<file path="src/rtl/dmem_pkg.sv">
// Shared types and constants for the byte-wide data memory sequencer.
// Latency: n/a (definitions only).
// Backpressure: n/a (definitions only).
package dmem_pkg;

    // Request size encodings; 2'b11 is reserved and handled as a word.
    localparam logic [1:0] SZ_BYTE = 2'b00;
    localparam logic [1:0] SZ_HALF = 2'b01;
    localparam logic [1:0] SZ_WORD = 2'b10;

    typedef enum logic [1:0] {
        ST_IDLE = 2'd0,
        ST_XFER = 2'd1,
        ST_RESP = 2'd2
    } state_t;

    // The memory drops writes whose data_in is all-zero, so this bit is
    // always set on store beats to let 8'h00 bytes land.
    localparam int MEM_WE_GUARD_BIT = 8;

    // Number of single-byte memory beats for a request size.
    function automatic logic [2:0] beat_count(input logic [1:0] size);
        case (size)
            SZ_BYTE: beat_count = 3'd1;
            SZ_HALF: beat_count = 3'd2;
            default: beat_count = 3'd4;
        endcase
    endfunction

endpackage

</file>
<file path="src/rtl/dmem_word_sequencer_if.sv">
// Request/response and memory-side signals of the data memory sequencer.
// Latency: n/a (wiring only).
// Backpressure: req_ready/busy from the sequencer stall the requester.
// Ports: req_* (request), resp_* (completion), busy (pipeline stall),
//        mem_* (byte-wide memory: write, addr, wdata out; rdata in).
interface dmem_word_sequencer_if #(
    parameter int ADDR_W = 32
);
    logic              req_valid;
    logic              req_ready;
    logic              req_write;
    logic [1:0]        req_size;
    logic [ADDR_W-1:0] req_addr;
    logic [31:0]       req_wdata;
    logic              resp_valid;
    logic [31:0]       resp_rdata;
    logic              resp_err;
    logic              busy;
    logic              mem_write;
    logic [ADDR_W-1:0] mem_addr;
    logic [31:0]       mem_wdata;
    logic [7:0]        mem_rdata;

    // Sequencer view.
    modport slave (
        input  req_valid, req_write, req_size, req_addr, req_wdata, mem_rdata,
        output req_ready, resp_valid, resp_rdata, resp_err, busy,
               mem_write, mem_addr, mem_wdata
    );

    // Requester plus memory view.
    modport master (
        output req_valid, req_write, req_size, req_addr, req_wdata, mem_rdata,
        input  req_ready, resp_valid, resp_rdata, resp_err, busy,
               mem_write, mem_addr, mem_wdata
    );
endinterface

</file>
<file path="src/rtl/dmem_byte_lane_mux.sv">
// Picks the store byte for beat cnt of an n_beats transfer (big-endian).
// Latency: combinational.
// Backpressure: none.
// Ports: wdata (right-justified store data), n_beats (1/2/4), cnt, lane_byte.
module dmem_byte_lane_mux (
    input  logic [31:0] wdata,
    input  logic [2:0]  n_beats,
    input  logic [1:0]  cnt,
    output logic [7:0]  lane_byte
);
    logic [2:0] lane;

    // Beat 0 carries the most significant byte of the right-justified data.
    always_comb begin
        lane = n_beats - 3'd1 - {1'b0, cnt};
        case (lane)
            3'd0:    lane_byte = wdata[7:0];
            3'd1:    lane_byte = wdata[15:8];
            3'd2:    lane_byte = wdata[23:16];
            3'd3:    lane_byte = wdata[31:24];
            default: lane_byte = 8'h00;
        endcase
    end
endmodule

</file>
<file path="src/rtl/dmem_word_sequencer.sv">
// Splits byte/half/word requests into 1/2/4 single-byte memory beats, big-endian.
// Latency: accept to resp_valid is N+1 cycles (1 cycle for rejected requests).
// Backpressure: req_ready high only in IDLE; busy = ~req_ready stalls the pipeline.
// Ports: CLK, RST_N (async active-low), bus (dmem_word_sequencer_if.slave).
// Build option: DMEM_ALIGN_CHECK_EN rejects misaligned half/word requests.
module dmem_word_sequencer
    import dmem_pkg::*;
#(
    parameter int ADDR_W    = 32,
    parameter int MEM_BYTES = 4096
) (
    input  logic                 CLK,
    input  logic                 RST_N,
    dmem_word_sequencer_if.slave bus
);
    localparam logic [31:0] WE_GUARD = 32'd1 << MEM_WE_GUARD_BIT;

    state_t            state;
    logic [ADDR_W-1:0] base_r;
    logic              wr_r;
    logic [31:0]       wdata_r;
    logic [2:0]        n_r;
    logic [1:0]        cnt_r;
    logic              err_r;
    logic [31:0]       asm_r;

    logic              req_ready_r;
    logic              resp_valid_r;
    logic [31:0]       resp_rdata_r;
    logic              resp_err_r;
    logic              mem_write_r;
    logic [ADDR_W-1:0] mem_addr_r;
    logic [31:0]       mem_wdata_r;

    logic [2:0]        req_n;
    logic [ADDR_W:0]   end_addr;
    logic              out_of_range;
    logic              misalign;
    logic              req_err;
    logic [1:0]        cnt_nxt;
    logic              last_beat;
    logic [31:0]       lane_wdata;
    logic [2:0]        lane_n;
    logic [1:0]        lane_cnt;
    logic [7:0]        lane_byte;

    assign req_n = beat_count(bus.req_size);

    // One extra bit so a request straddling 2^ADDR_W cannot wrap past the check.
    assign end_addr     = {1'b0, bus.req_addr} + (ADDR_W+1)'(req_n - 3'd1);
    assign out_of_range = end_addr >= (ADDR_W+1)'(MEM_BYTES);

`ifdef DMEM_ALIGN_CHECK_EN
    assign misalign = ((bus.req_size == SZ_HALF) && bus.req_addr[0]) ||
                      ((bus.req_size[1]) && (bus.req_addr[1:0] != 2'b00));
`else
    assign misalign = 1'b0;
`endif

    assign req_err   = out_of_range | misalign;
    assign cnt_nxt   = cnt_r + 2'd1;
    assign last_beat = ({1'b0, cnt_r} == (n_r - 3'd1));

    // Memory outputs are registered one beat ahead: at accept the lane comes
    // from the live request, during XFER from the latched one at cnt+1.
    always_comb begin
        lane_wdata = wdata_r;
        lane_n     = n_r;
        lane_cnt   = cnt_nxt;
        if (state == ST_IDLE) begin
            lane_wdata = bus.req_wdata;
            lane_n     = req_n;
            lane_cnt   = 2'd0;
        end
    end

    dmem_byte_lane_mux u_lane_mux (
        .wdata     (lane_wdata),
        .n_beats   (lane_n),
        .cnt       (lane_cnt),
        .lane_byte (lane_byte)
    );

    always_ff @(posedge CLK or negedge RST_N) begin
        if (!RST_N) begin
            state        <= ST_IDLE;
            base_r       <= '0;
            wr_r         <= 1'b0;
            wdata_r      <= '0;
            n_r          <= 3'd1;
            cnt_r        <= 2'd0;
            err_r        <= 1'b0;
            asm_r        <= '0;
            req_ready_r  <= 1'b1;
            resp_valid_r <= 1'b0;
            resp_rdata_r <= '0;
            resp_err_r   <= 1'b0;
            mem_write_r  <= 1'b0;
            mem_addr_r   <= '0;
            mem_wdata_r  <= '0;
        end else begin
            resp_valid_r <= 1'b0;
            case (state)
                ST_IDLE: begin
                    if (bus.req_valid && req_ready_r) begin
                        base_r       <= bus.req_addr;
                        wr_r         <= bus.req_write;
                        wdata_r      <= bus.req_wdata;
                        n_r          <= req_n;
                        cnt_r        <= 2'd0;
                        err_r        <= req_err;
                        asm_r        <= '0;
                        req_ready_r  <= 1'b0;
                        resp_err_r   <= 1'b0;
                        resp_rdata_r <= '0;
                        if (req_err) begin
                            // Rejected: memory outputs stay untouched.
                            state <= ST_RESP;
                        end else begin
                            state       <= ST_XFER;
                            mem_addr_r  <= bus.req_addr;
                            mem_write_r <= bus.req_write;
                            mem_wdata_r <= bus.req_write ? (WE_GUARD | {24'd0, lane_byte}) : 32'd0;
                        end
                    end
                end
                ST_XFER: begin
                    if (!wr_r) begin
                        asm_r <= {asm_r[23:0], bus.mem_rdata};
                    end
                    if (last_beat) begin
                        state       <= ST_RESP;
                        mem_write_r <= 1'b0;
                    end else begin
                        cnt_r       <= cnt_nxt;
                        mem_addr_r  <= base_r + ADDR_W'(cnt_nxt);
                        mem_wdata_r <= wr_r ? (WE_GUARD | {24'd0, lane_byte}) : 32'd0;
                    end
                end
                ST_RESP: begin
                    resp_valid_r <= 1'b1;
                    resp_err_r   <= err_r;
                    resp_rdata_r <= (wr_r || err_r) ? 32'd0 : asm_r;
                    req_ready_r  <= 1'b1;
                    mem_write_r  <= 1'b0;
                    state        <= ST_IDLE;
                end
                default: begin
                    state       <= ST_IDLE;
                    req_ready_r <= 1'b1;
                    mem_write_r <= 1'b0;
                end
            endcase
        end
    end

    assign bus.req_ready  = req_ready_r;
    assign bus.busy       = ~req_ready_r;
    assign bus.resp_valid = resp_valid_r;
    assign bus.resp_rdata = resp_rdata_r;
    assign bus.resp_err   = resp_err_r;
    assign bus.mem_write  = mem_write_r;
    assign bus.mem_addr   = mem_addr_r;
    assign bus.mem_wdata  = mem_wdata_r;

endmodule
</file>
<file path="src/flat_wrapper.sv">
// flat-port wrapper written by rule: the top's interface ports become plain ports
module dmem_word_sequencer_flat import dmem_pkg::*;
#(
    parameter int ADDR_W    = 32,
    parameter int MEM_BYTES = 4096
)
  (CLK, RST_N, bus_req_valid, bus_req_write, bus_req_size, bus_req_addr, bus_req_wdata, bus_mem_rdata, bus_req_ready, bus_resp_valid, bus_resp_rdata, bus_resp_err, bus_busy, bus_mem_write, bus_mem_addr, bus_mem_wdata);
  dmem_word_sequencer_if #(.ADDR_W(ADDR_W)) bus_i ();
  input  logic CLK;
  input  logic RST_N;
  input wire logic [$bits(bus_i.req_valid)-1:0] bus_req_valid;
  input wire logic [$bits(bus_i.req_write)-1:0] bus_req_write;
  input wire logic [$bits(bus_i.req_size)-1:0] bus_req_size;
  input wire logic [$bits(bus_i.req_addr)-1:0] bus_req_addr;
  input wire logic [$bits(bus_i.req_wdata)-1:0] bus_req_wdata;
  input wire logic [$bits(bus_i.mem_rdata)-1:0] bus_mem_rdata;
  output wire logic [$bits(bus_i.req_ready)-1:0] bus_req_ready;
  output wire logic [$bits(bus_i.resp_valid)-1:0] bus_resp_valid;
  output wire logic [$bits(bus_i.resp_rdata)-1:0] bus_resp_rdata;
  output wire logic [$bits(bus_i.resp_err)-1:0] bus_resp_err;
  output wire logic [$bits(bus_i.busy)-1:0] bus_busy;
  output wire logic [$bits(bus_i.mem_write)-1:0] bus_mem_write;
  output wire logic [$bits(bus_i.mem_addr)-1:0] bus_mem_addr;
  output wire logic [$bits(bus_i.mem_wdata)-1:0] bus_mem_wdata;
  assign bus_i.req_valid = bus_req_valid;
  assign bus_i.req_write = bus_req_write;
  assign bus_i.req_size = bus_req_size;
  assign bus_i.req_addr = bus_req_addr;
  assign bus_i.req_wdata = bus_req_wdata;
  assign bus_i.mem_rdata = bus_mem_rdata;
  assign bus_req_ready = bus_i.req_ready;
  assign bus_resp_valid = bus_i.resp_valid;
  assign bus_resp_rdata = bus_i.resp_rdata;
  assign bus_resp_err = bus_i.resp_err;
  assign bus_busy = bus_i.busy;
  assign bus_mem_write = bus_i.mem_write;
  assign bus_mem_addr = bus_i.mem_addr;
  assign bus_mem_wdata = bus_i.mem_wdata;
  dmem_word_sequencer #(.ADDR_W(ADDR_W), .MEM_BYTES(MEM_BYTES)) u_core (.CLK(CLK), .RST_N(RST_N), .bus(bus_i));
endmodule
</file>
<file path="config.mk">
export PLATFORM = sky130hd
export DESIGN_NAME = dmem_word_sequencer_flat
export DESIGN_NICKNAME = d
export VERILOG_FILES = /design/src/rtl/dmem_pkg.sv /design/src/rtl/dmem_word_sequencer_if.sv /design/src/rtl/dmem_byte_lane_mux.sv /design/src/rtl/dmem_word_sequencer.sv /design/src/flat_wrapper.sv
export SDC_FILE = /design/constraint.sdc
export NUM_CORES = 1
export LEC_CHECK = 0
export CAP_MARGIN = 20
export CORE_MARGIN = 1.5
export CORE_UTILIZATION = 35
export CTS_CLUSTER_SIZE = 30
export DETAILED_ROUTE_END_ITERATION = 6
export SLEW_MARGIN = 20
export SYNTH_ARGS = -nofsm -noshare
export SYNTH_HDL_FRONTEND = slang
export SYNTH_SLANG_ARGS = --single-unit
export TNS_END_PERCENT = 50
</file>
<file path="constraint.sdc">
create_clock -name CLK -period 3.1 [get_ports CLK]
set_input_delay 0.62 -clock CLK [delete_from_list [all_inputs] [get_ports CLK]]
set_output_delay 0.62 -clock CLK [all_outputs]
set_load 0.01 [all_outputs]
</file>
### Yosys cells after proc, flatten, opt, wreduce, memory -nomap -nowiden

Cells that the tools add are included.

* add/sub/neg operators: 7
* order comparisons: 1
* equal/unequal tests: 12
* multiplexer cells: 35
* bitwise gates (word level): 2
* reductions and logical operators: 15

Operator list (number)
* $mux 32: 10
* $pmux 32 s2: 4
* $add 32x33->33: 1
* $ge 33x13->1 const B: 1
* $add 32x2->32: 1
* $pmux 8 s4: 1
* $mux 9: 2
* $mux 2: 6
* $reduce_and 3->1: 3
* $ne 2x2->1 const B: 4
* $pmux 2 s2: 2
* $reduce_and 2->1: 4
* $eq 3x2->1 const B: 2
* $pmux 1 s2: 3
* $pmux 3 s2: 1
* $sub 3x1->3 const B: 2
* $mux 1: 5
* $eq 2x1->1 const B: 2
* $logic_not 2->1: 2
* $reduce_and 4->1: 1
* $reduce_bool 2->1: 2
* $sub 3x1->4 const B: 1
* $eq 2x3->1: 1
* $eq 3x1->1 const B: 1
* 9 further kinds: 10

* register bits: 205
* input port bits: 78
* output and inout bits: 101
* logic and storage cells: 87

### Longest topological paths before layout

Gate-level depths: netlist (run 1).

* depth after elaboration: 11
* mapped depth: 15
* gate-level depth less buffers: 14

### By module

Synthesis (run 1) repeated with hierarchy kept, for this count alone.

* cell total of the unflattened synthesis: 1138
* area total of the unflattened synthesis: 10486.3 um^2

By module, submodules not included
* dmem_word_sequencer: instances 1, cells each 1114, area each 10188.5 um^2, seq. area each 4556.9 um^2
* dmem_byte_lane_mux: instances 1, cells each 24, area each 297.8 um^2, seq. area each 0.0 um^2

### Worst setup path before layout (run 1)

No wires, ideal clock.

* kind: input -> register
* start: in bus_req_size[1]
* end: reg u_core.mem_wdata_r[8] (netlist: u_core.bus.mem_wdata[8])
* setup time: 0.128 ns
* arrival: 4.467 ns
* required time: 2.972 ns
* setup slack: -1.495 ns
* stages on the path: 15
* path buffers: 1
* cells stage by stage: or2_2 ha_1 inv_1 ha_1 a211oi_1 o21ai_0 nand2_1 nand3_1 o21a_1 a2111o_1 or4_1 or4_4 o31ai_4 buf_6 mux2_1

* longest elaborated chain between the ends: 7
* elaborated cells on any way between the ends: 8
* classes of those cells: 2 x add/sub; 1 x order compare; 2 x eq/ne; 1 x mux; 2 x reduce/logical

Ends and longest elaborated chain
* from (decl): line flat_wrapper.sv:13 `input wire logic [$bits(bus_i.req_size)-1:0] bus_req_size;`
* $eq 2x1->1 / $logic_not 2->1 (equally long branches): line dmem_pkg.sv:23 `case (size)`
* $pmux 3 s2 *: line dmem_pkg.sv:23
* $sub 3x1->4 *: line dmem_word_sequencer.sv:50 `assign end_addr = {1'b0, bus.req_addr} + (ADDR_W+1)'(req_n - 3'd1);`
* $add 32x33->33 *: line dmem_word_sequencer.sv:50
* $ge 33x13->1 *: line dmem_word_sequencer.sv:51 `assign out_of_range = end_addr >= (ADDR_W+1)'(MEM_BYTES);`
* $ne 2x2->1 (no line) *
* $reduce_and 4->1 (no line) *
* to (signal assigned): line dmem_word_sequencer.sv:123 `mem_wdata_r <= bus.req_write ? (WE_GUARD | {24'd0, lane_byte}) : 32'd0;`
* to (signal assigned): line dmem_word_sequencer.sv:137 `mem_wdata_r <= wr_r ? (WE_GUARD | {24'd0, lane_byte}) : 32'd0;`
* to (decl): line dmem_word_sequencer.sv:33 `logic [31:0] mem_wdata_r;`

Mark *: on every way between the ends. The rest lies on a longest branch, timed or not.
A chain may end at the register's enable or synchronous reset.

### Worst setup path after layout (run 1)

* start: in bus_req_size[1]
* end: reg u_core.mem_addr_r[29] (netlist: u_core.bus.mem_addr[29])

* longest elaborated chain between the ends: 7
* elaborated cells on any way between the ends: 8
* classes of those cells: 2 x add/sub; 1 x order compare; 2 x eq/ne; 1 x mux; 2 x reduce/logical

Ends and longest elaborated chain
* $eq 2x1->1 / $logic_not 2->1 (equally long branches): line dmem_pkg.sv:23
* $pmux 3 s2 *: line dmem_pkg.sv:23
* net u_core.req_n[2]: line dmem_word_sequencer.sv:35 `logic [2:0] req_n;`
* $sub 3x1->4 *: line dmem_word_sequencer.sv:50
* $add 32x33->33 *: line dmem_word_sequencer.sv:50
* $ge 33x13->1 *: line dmem_word_sequencer.sv:51
* $ne 2x2->1 (no line) *
* $reduce_and 4->1 (no line) *
* to (signal assigned): line dmem_word_sequencer.sv:121 `mem_addr_r <= bus.req_addr;`
* to (signal assigned): line dmem_word_sequencer.sv:136 `mem_addr_r <= base_r + ADDR_W'(cnt_nxt);`
* to (decl): line dmem_word_sequencer.sv:32 `logic [ADDR_W-1:0] mem_addr_r;`

Mark *: on every way through the listed nets, which the timed path passes. The rest lies on a longest branch.

==> impl_metrics.py, run 1 <==
metrics = {
    "synthesis": {
        "synth_compound_area_share_pct": 17.2,
        "yosys-mux-area-fraction_pct": 8.73,
        "synth_fa_ha_area_share_pct": 4.82,
        "syn-cell-area_mm2": 0.0101,
        "synth-edff-count": 0,
        "synthCells": 1057,
        "synth-simple-area-share_pct": 16.1,
        "synth-main-ff-cell": "dfrtp_1",
        "yosys.area.top_type": "dfrtp_1",
        "yosysUniqueCellTypes": 61,
        "synthArstFlopShare_pct": 100,
        "ys_seq_elements": 182,
        "synth_warnings": 0,
        "synth_area_leaders": "dfrtp_1 45%, nand2_1 8.5%, a22o_1 5.6%",
        "synth_top_family_by_area": "compound AO/OA/AOI/OAI gates",
        "postSynthAreaPerCell_um2": 9.52,
        "synth_top_area_share_pct": 44.7,
        "synth_xor_area_share_pct": 3.22,
        "ys_seq_area_share_pct": 45.3,
    },
    "floorplanning": {
        "pin_count": 179,
        "core_area_mm2": 0.0280,
        "rows": 61,
        "dieArea_mm2": 0.0298,
        "start_util_pct": 35.9,
        "die_h_um": 173,
        "die_w_um": 173,
    },
    "setup_path": {
        "cp-end-kind": "flip-flop",
        "reg2regPathDepth": 12,
        "startpoint_type": "primary input",
        "crit_type": "primary input to flip-flop",
        "crit_end": "u_core.bus.mem_addr[29]",
        "rrSetupSlack_ns": 0.20,
        "r2r-end": "u_core.base_r[21]",
        "path_max_fanout": 5,
        "crit_required_ns": 3.41,
        "worstPathArrival_ns": 4.49,
        "crit_start": "bus_req_size[1]",
        "timing.rr.start": "u_core.cnt_r[0]",
    },
    "layout": {
        "final_nets": 1460,
        "final_util_pct": 50.1,
        "drive_gt1_share_pct": 18.4,
        "final_design_area_no_fill_mm2": 0.0140,
        "synthToLayoutAreaGrowth_pct": 39.3,
    },
    "clock_network": {
        "clk_pin_slew_ns": 0.09,
        "cts_buffer_depth": 2,
        "cts_root_buf": "clkbuf_16",
        "numClockSinks": 182,
        "cts-buffers-inserted": 17,
        "htree_num_levels": 4,
        "cts_tree": "yes",
        "worstSkewPairLatency_ns": 0.44,
        "cts_hold_buf": 0,
    },
    "global_route": {
        "overflow": 0,
        "grtUsageTotal_pct": 19.9,
        "grt_max_degree": 68,
        "grt_pass1_wl_mm": 47.9,
        "grt_pass1_vias": 8862,
        "antenna_found_initial": 0,
    },
    "sta": {
        "rsz0062_at_grt": "true",
        "finalClockSkew_ns": 0.0196,
        "period_needed_ns": 4.18,
        "tightest_slew_ns": 0.706,
        "max_clock_freq_mhz": 239,
        "finalMaxSlewViolations": 0,
        "slew_headroom_pct": 52.9,
        "hold_violations": 0,
        "finalSetupViolations": 45,
        "fin_crit_sh_pct": 135,
        "final.setup.worst_slack_ns": -1.08,
        "holdWs_ns": 0.170,
    },
    "route": {
        "drtIter0Drc": 506,
        "dr.pass1.iters": 5,
        "wl_per_cell_um": 16.8,
        "vias_per_cell": 5.04,
        "drcViolationCount": 0,
        "vias": 8751,
        "drt_wl_total_mm": 29.2,
        "antenna_left": 0,
    },
    "pwr": {
        "p_leak_nw": 6.42,
        "peakVddDrop_uv": 325,
        "power_density_mw_per_mm2": 559,
    },
    "placed_design": {
        "dp_hpwl_mm": 21.6,
        "place_area_mm2": 0.0130,
        "place.port_buffers": 155,
        "place.gp.congestion": 0.901,
    },
    "hold_path": {
        "hold_class": "primary input to asynchronous set/reset pin",
    },
    "status": {
        "violations": "negative setup slack",
        "outcome": "complete, but fails checks",
    },
    "job": {
        "drv_cap": 0,
    },
}
area by class of cell:
cell class | instances | area (um^2)
multi-input cells | 827 | 5540
fillers | 2630 | 14000
clock buffers | 17 | 425
repair buffers | 290 | 2700
inverters | 27 | 104
flip-flops and latches | 182 | 4560
well taps | 378 | 473
diodes | 1 | 2.50
clock inverters | 15 | 220
worst min-delay path by stage:
stage / cells past startpoint / from / slack [ns] / end
after floorplan: 0 / RST_N / 0.32 / u_core.asm_r[0]
after detailed placement: 2 / u_core.wdata_r[22] / 0.46 / u_core.wdata_r[22]
after global routing: 1 / RST_N / 0.21 / u_core.bus.mem_addr[11]
after CTS: 1 / RST_N / 0.20 / u_core.bus.mem_addr[11]
after global placement: 2 / u_core.wdata_r[11] / 0.46 / u_core.wdata_r[11]
final: 1 / RST_N / 0.17 / u_core.bus.mem_addr[11]
placed cells by master (no fill, tap or decap), types with 17 or more instances in the layout:
cell / count
xnor2_1: 22
nand3_1: 23
conb_1: 49
clkbuf_16: 17
dfrtp_1: 180
a22o_1: 64
buf_4: 122
o21ai_0: 72
o22ai_1: 17
inv_1: 26
nor2_1: 33
nand2_1: 226
mux2i_1: 45
clkdlybuf4s50_1: 151
ha_1: 30
mux2_4: 17
a21oi_1: 35
kinds of logic after synthesis:
kind of cell / count (synthesis)
XOR/XNOR: 37
adder cells (fa/ha/maj): 37
buffers and inverters: 96
other: 1
multiplexers: 83
flip-flops: 182
AO/OA/AOI/OAI: 254
AND/OR/NAND/NOR: 367
synth_stat cells (all sizes together), types with 2 or more instances:
master and instances:
a21o 6, or4 2, nor3b 2, o21a 6
a31oi 3, o211ai 12, and3 19, a22oi 4
nand2 227, or2 2, nor2b 8, a22o 64
mux2i 45, nor3 11, o221a 6, nand3 26
dfstp 2, and2 2, dfrtp 180, o31ai 6
xnor2 22, ha 34, xor2 15, nor4 3
o21ai 81, nand2b 6, buf 28, o22ai 17
a21oi 36, inv 27, clkbuf 41, or3 2
mux2 38, nor2 39, a211oi 3, nand4 11
o221ai 2, fa 3
power by group:
group	internal (W)	switching (W)
sequential	0.00283	0.000362
clock	0.00114	0.00118
combinational	0.00105	0.00128
routing by layer:
metal / vias to the layer above / global-route usage [%] / part of all wire (%)
li1: 4277 / - / -
met1: 4239 / 28.4 / 49
met2: 214 / 31.8 / 46
met3: 21 / 2.70 / 4.1
met4: 0 / 4.93 / 1.1
met5: - / 0 / 0
sequential cells by signal (all words and copies together) (netlist names), 2 cells and up:
| name | flops |
|---|---|
| u_core.asm_r | 32 |
| u_core.base_r | 32 |
| u_core.bus.mem_addr | 32 |
| u_core.bus.mem_wdata | 9 |
| u_core.bus.resp_rdata | 32 |
| u_core.cnt_r | 2 |
| u_core.n_r | 3 |
| u_core.state | 2 |
| u_core.wdata_r | 32 |
worst max-delay path, cell delays in order:
cell and delay (ns):
buf_6 0.09, or2_4 0.25, ha_4 0.17, xor2_2 0.19, ha_4 0.22, o211ai_1 0.24
o21ai_2 0.11, nand2_2 0.11, nand3_2 0.10, o21a_1 0.18, a2111o_1 0.38, or4_1 0.41
or4_4 0.47, o31ai_4 0.24, buf_6 0.17, buf_12 0.11, buf_12 0.11, mux2_4 0.29
per-stage QoR:
stage / TNS, ns / total power [W] / worst slack (ns) / instances
2_1_floorplan: -47.58 / 0.00466 / -1.14 / 1105
3_3_place_gp: -83.11 / 0.00545 / -1.91 / 1695
3_5_place_dp: -85.75 / 0.00550 / -1.98 / 1695
4_1_cts: -56.97 / 0.00786 / -1.34 / 1734
5_1_grt: -51.06 / 0.00834 / -1.22 / 1736
6_report: -44.70 / 0.00785 / -1.08 / 1737
repair_timing:
| item | 4_1_cts | 5_1_grt |
|---|---|---|
| hold endpoints to repair | 0 | 0 |
| endpoints found under the setup margin | 45 | 53 |
| buffers inserted | 6 | 4 |
| pin swaps | 15 | 21 |
| resized for setup | 27 | 28 |
| gates cloned | 2 | 0 |
Power figures use the tool's default switching activity.
==> inputs of run 2 (changes only) <==
Settings changed: CORE_ASPECT_RATIO set to 0.7.
==> impl_metrics.py, run 2 (synthesized netlist as in run 1, its figures left out) <==
metrics = {
    "placed_design": {
        "place.gp.congestion": 0.908,
        "dp_slack_ns": -2.04,
        "dp_hpwl_mm": 23.0,
        "place.port_buffers": 155,
        "place_area_mm2": 0.0130,
    },
    "global_route": {
        "use_met3_pct": 3.87,
        "grt_pass1_vias": 8599,
        "met2_usage_pct": 29.4,
        "grt_max_degree": 60,
        "grtUsageTotal_pct": 21.4,
        "antenna_found_initial": 0,
        "grt.busiest_layer": "met1",
        "grt_pass1_wl_mm": 49.1,
        "overflow": 0,
        "grt_util_met1_pct": 34.5,
    },
    "setup_path": {
        "path_max_fanout": 8,
        "crit_required_ns": 3.45,
        "worstPathArrival_ns": 4.59,
        "crit_type": "primary input to flip-flop",
        "startpoint_type": "primary input",
        "cp-end-kind": "flip-flop",
    },
    "pwr": {
        "peakVddDrop_uv": 412,
        "p_leak_nw": 6.49,
        "power_density_mw_per_mm2": 553,
    },
    "sta": {
        "final.setup.worst_slack_ns": -1.14,
        "fin_crit_sh_pct": 137,
        "finalMaxSlewViolations": 0,
        "hold_violations": 0,
        "max_clock_freq_mhz": 236,
        "finalSetupViolations": 45,
        "finalClockSkew_ns": 0.0156,
        "period_needed_ns": 4.24,
        "slew_headroom_pct": 51.0,
        "tightest_slew_ns": 0.736,
        "rsz0062_at_grt": "true",
    },
    "layout": {
        "final_design_area_no_fill_mm2": 0.0140,
        "final_cell_mix": "226 x nand2_1, 180 x dfrtp_1, 151 x clkdlybuf4s50_1, 128 x buf_4, 70 x o21ai_0",
        "num_antenna_cells": 0,
        "synthToLayoutAreaGrowth_pct": 39.3,
        "final_util_pct": 50.1,
        "final_nets": 1467,
        "drive_gt1_share_pct": 19.3,
        "final_common_cell": "nand2_1",
        "fillers": 2578,
    },
    "route": {
        "antenna_left": 0,
        "wl_per_cell_um": 17.9,
        "drtIter0Drc": 606,
        "drcViolationCount": 0,
        "drt_wl_total_mm": 31.1,
        "vias_per_cell": 5.13,
        "vias": 8914,
        "dr.pass1.iters": 5,
    },
    "floorplanning": {
        "dieArea_mm2": 0.0298,
        "pin_count": 179,
        "core_area_mm2": 0.0280,
        "rows": 51,
        "start_util_pct": 35.9,
        "die_w_um": 206,
        "die_h_um": 145,
    },
    "clock_network": {
        "worstSkewPairLatency_ns": 0.44,
        "numClockSinks": 182,
        "htree_num_levels": 4,
        "cts-buffers-inserted": 17,
        "cts_root_buf": "clkbuf_16",
        "cts_hold_buf": 0,
        "cts_tree": "yes",
        "cts_buffer_depth": 2,
        "clk_pin_slew_ns": 0.08,
    },
    "hold_path": {
        "hold_class": "primary input to asynchronous set/reset pin",
    },
    "status": {
        "violations": "negative setup slack",
        "outcome": "complete, but fails checks",
    },
    "job": {
        "drv_cap": 0,
    },
}
[run 2: cell types whose count changed in the layout (fill, tap and decap cells not counted), moves of 2 or more]
cell	previous run	this run
buf_16	1	3
buf_4	122	128
buf_12	7	5
mux2_1	8	0
mux2i_2	0	2
mux2_4	17	26
o21ai_1	7	9
mux2i_1	45	43
o31ai_4	4	2
inv_6	3	5
inv_12	5	1
o21ai_0	72	70
o31ai_1	1	3
[run 2: cell type report]
class / count / area (um^2) / area share, %
Clock buffer: 17 / 425 / 3.03
Tap cell: 371 / 464 / 3.31
Sequential cell: 182 / 4560 / 32.5
Timing Repair Buffer: 297 / 2780 / 19.8
Clock inverter: 15 / 181 / 1.29
Multi-Input combinational cell: 827 / 5520 / 39.3
Inverter: 27 / 104 / 0.740
[run 2: timing repair]
action / CTS / global route
gates cloned: 3 / 0
pin swaps: 21 / 5
resized for setup: 45 / 22
endpoints found under the hold margin: 0 / 0
setup buffers: 10 / 2
endpoints found under the setup margin: 45 / 52
[run 2: where the power goes]
group          switching [W]  internal [W]  leakage [nW]
combinational        0.00130       0.00104          3.92
clock                0.00113       0.00110         0.291
sequential          0.000365       0.00283          2.28
[run 2: per-stage QoR]
stage / std cells / power [W] / setup TNS, ns / hold WS [ns]
6_report: 1736 / 0.00776 / -48.51 / 0.157
5_1_grt: 1736 / 0.00825 / -54.32 / 0.187
4_1_cts: 1734 / 0.00777 / -49.66 / 0.166
3_5_place_dp: 1689 / 0.00549 / -87.11 / 0.462
3_3_place_gp: 1689 / 0.00544 / -84.24 / 0.456
2_1_floorplan: 1105 / 0.00466 / -47.58 / 0.324
[run 2: routing by layer]
layer  part of all wire [%]  up-vias
li1                       -     4285
met1                     52     4343
met2                     41      273
met3                    6.5       13
met5                      0        -
met4                   0.66        0
[run 2: final timing paths]
path                            depth (start not counted)          startpoint                         to  slack [ns]
min in group CLK                                        2  u_core.wdata_r[23]         u_core.wdata_r[23]        0.48
worst min register to register                          2  u_core.wdata_r[23]         u_core.wdata_r[23]        0.48
worst max register to register                         13     u_core.cnt_r[0]    u_core.bus.mem_addr[31]        0.16
worst max-delay path                                   19     bus_req_size[1]    u_core.bus.mem_wdata[5]       -1.14
worst min-delay path                                    1               RST_N   u_core.bus.resp_rdata[4]        0.16
max in group asynchronous                               2               RST_N  u_core.bus.resp_rdata[22]        2.18
[run 2: worst max-delay path, cell delays in order]
cell and delay [ns]:
buf_6 0.09, or2_4 0.26, ha_4 0.28, inv_4 0.04
buf_6 0.10, ha_4 0.21, a211oi_4 0.22, o21ai_2 0.10
nand2_2 0.12, nand3_4 0.09, o21a_1 0.17, a2111o_1 0.39
or4_1 0.41, or4_4 0.57, o31ai_4 0.24, buf_6 0.17
buf_12 0.16, buf_12 0.13, mux2i_2 0.21
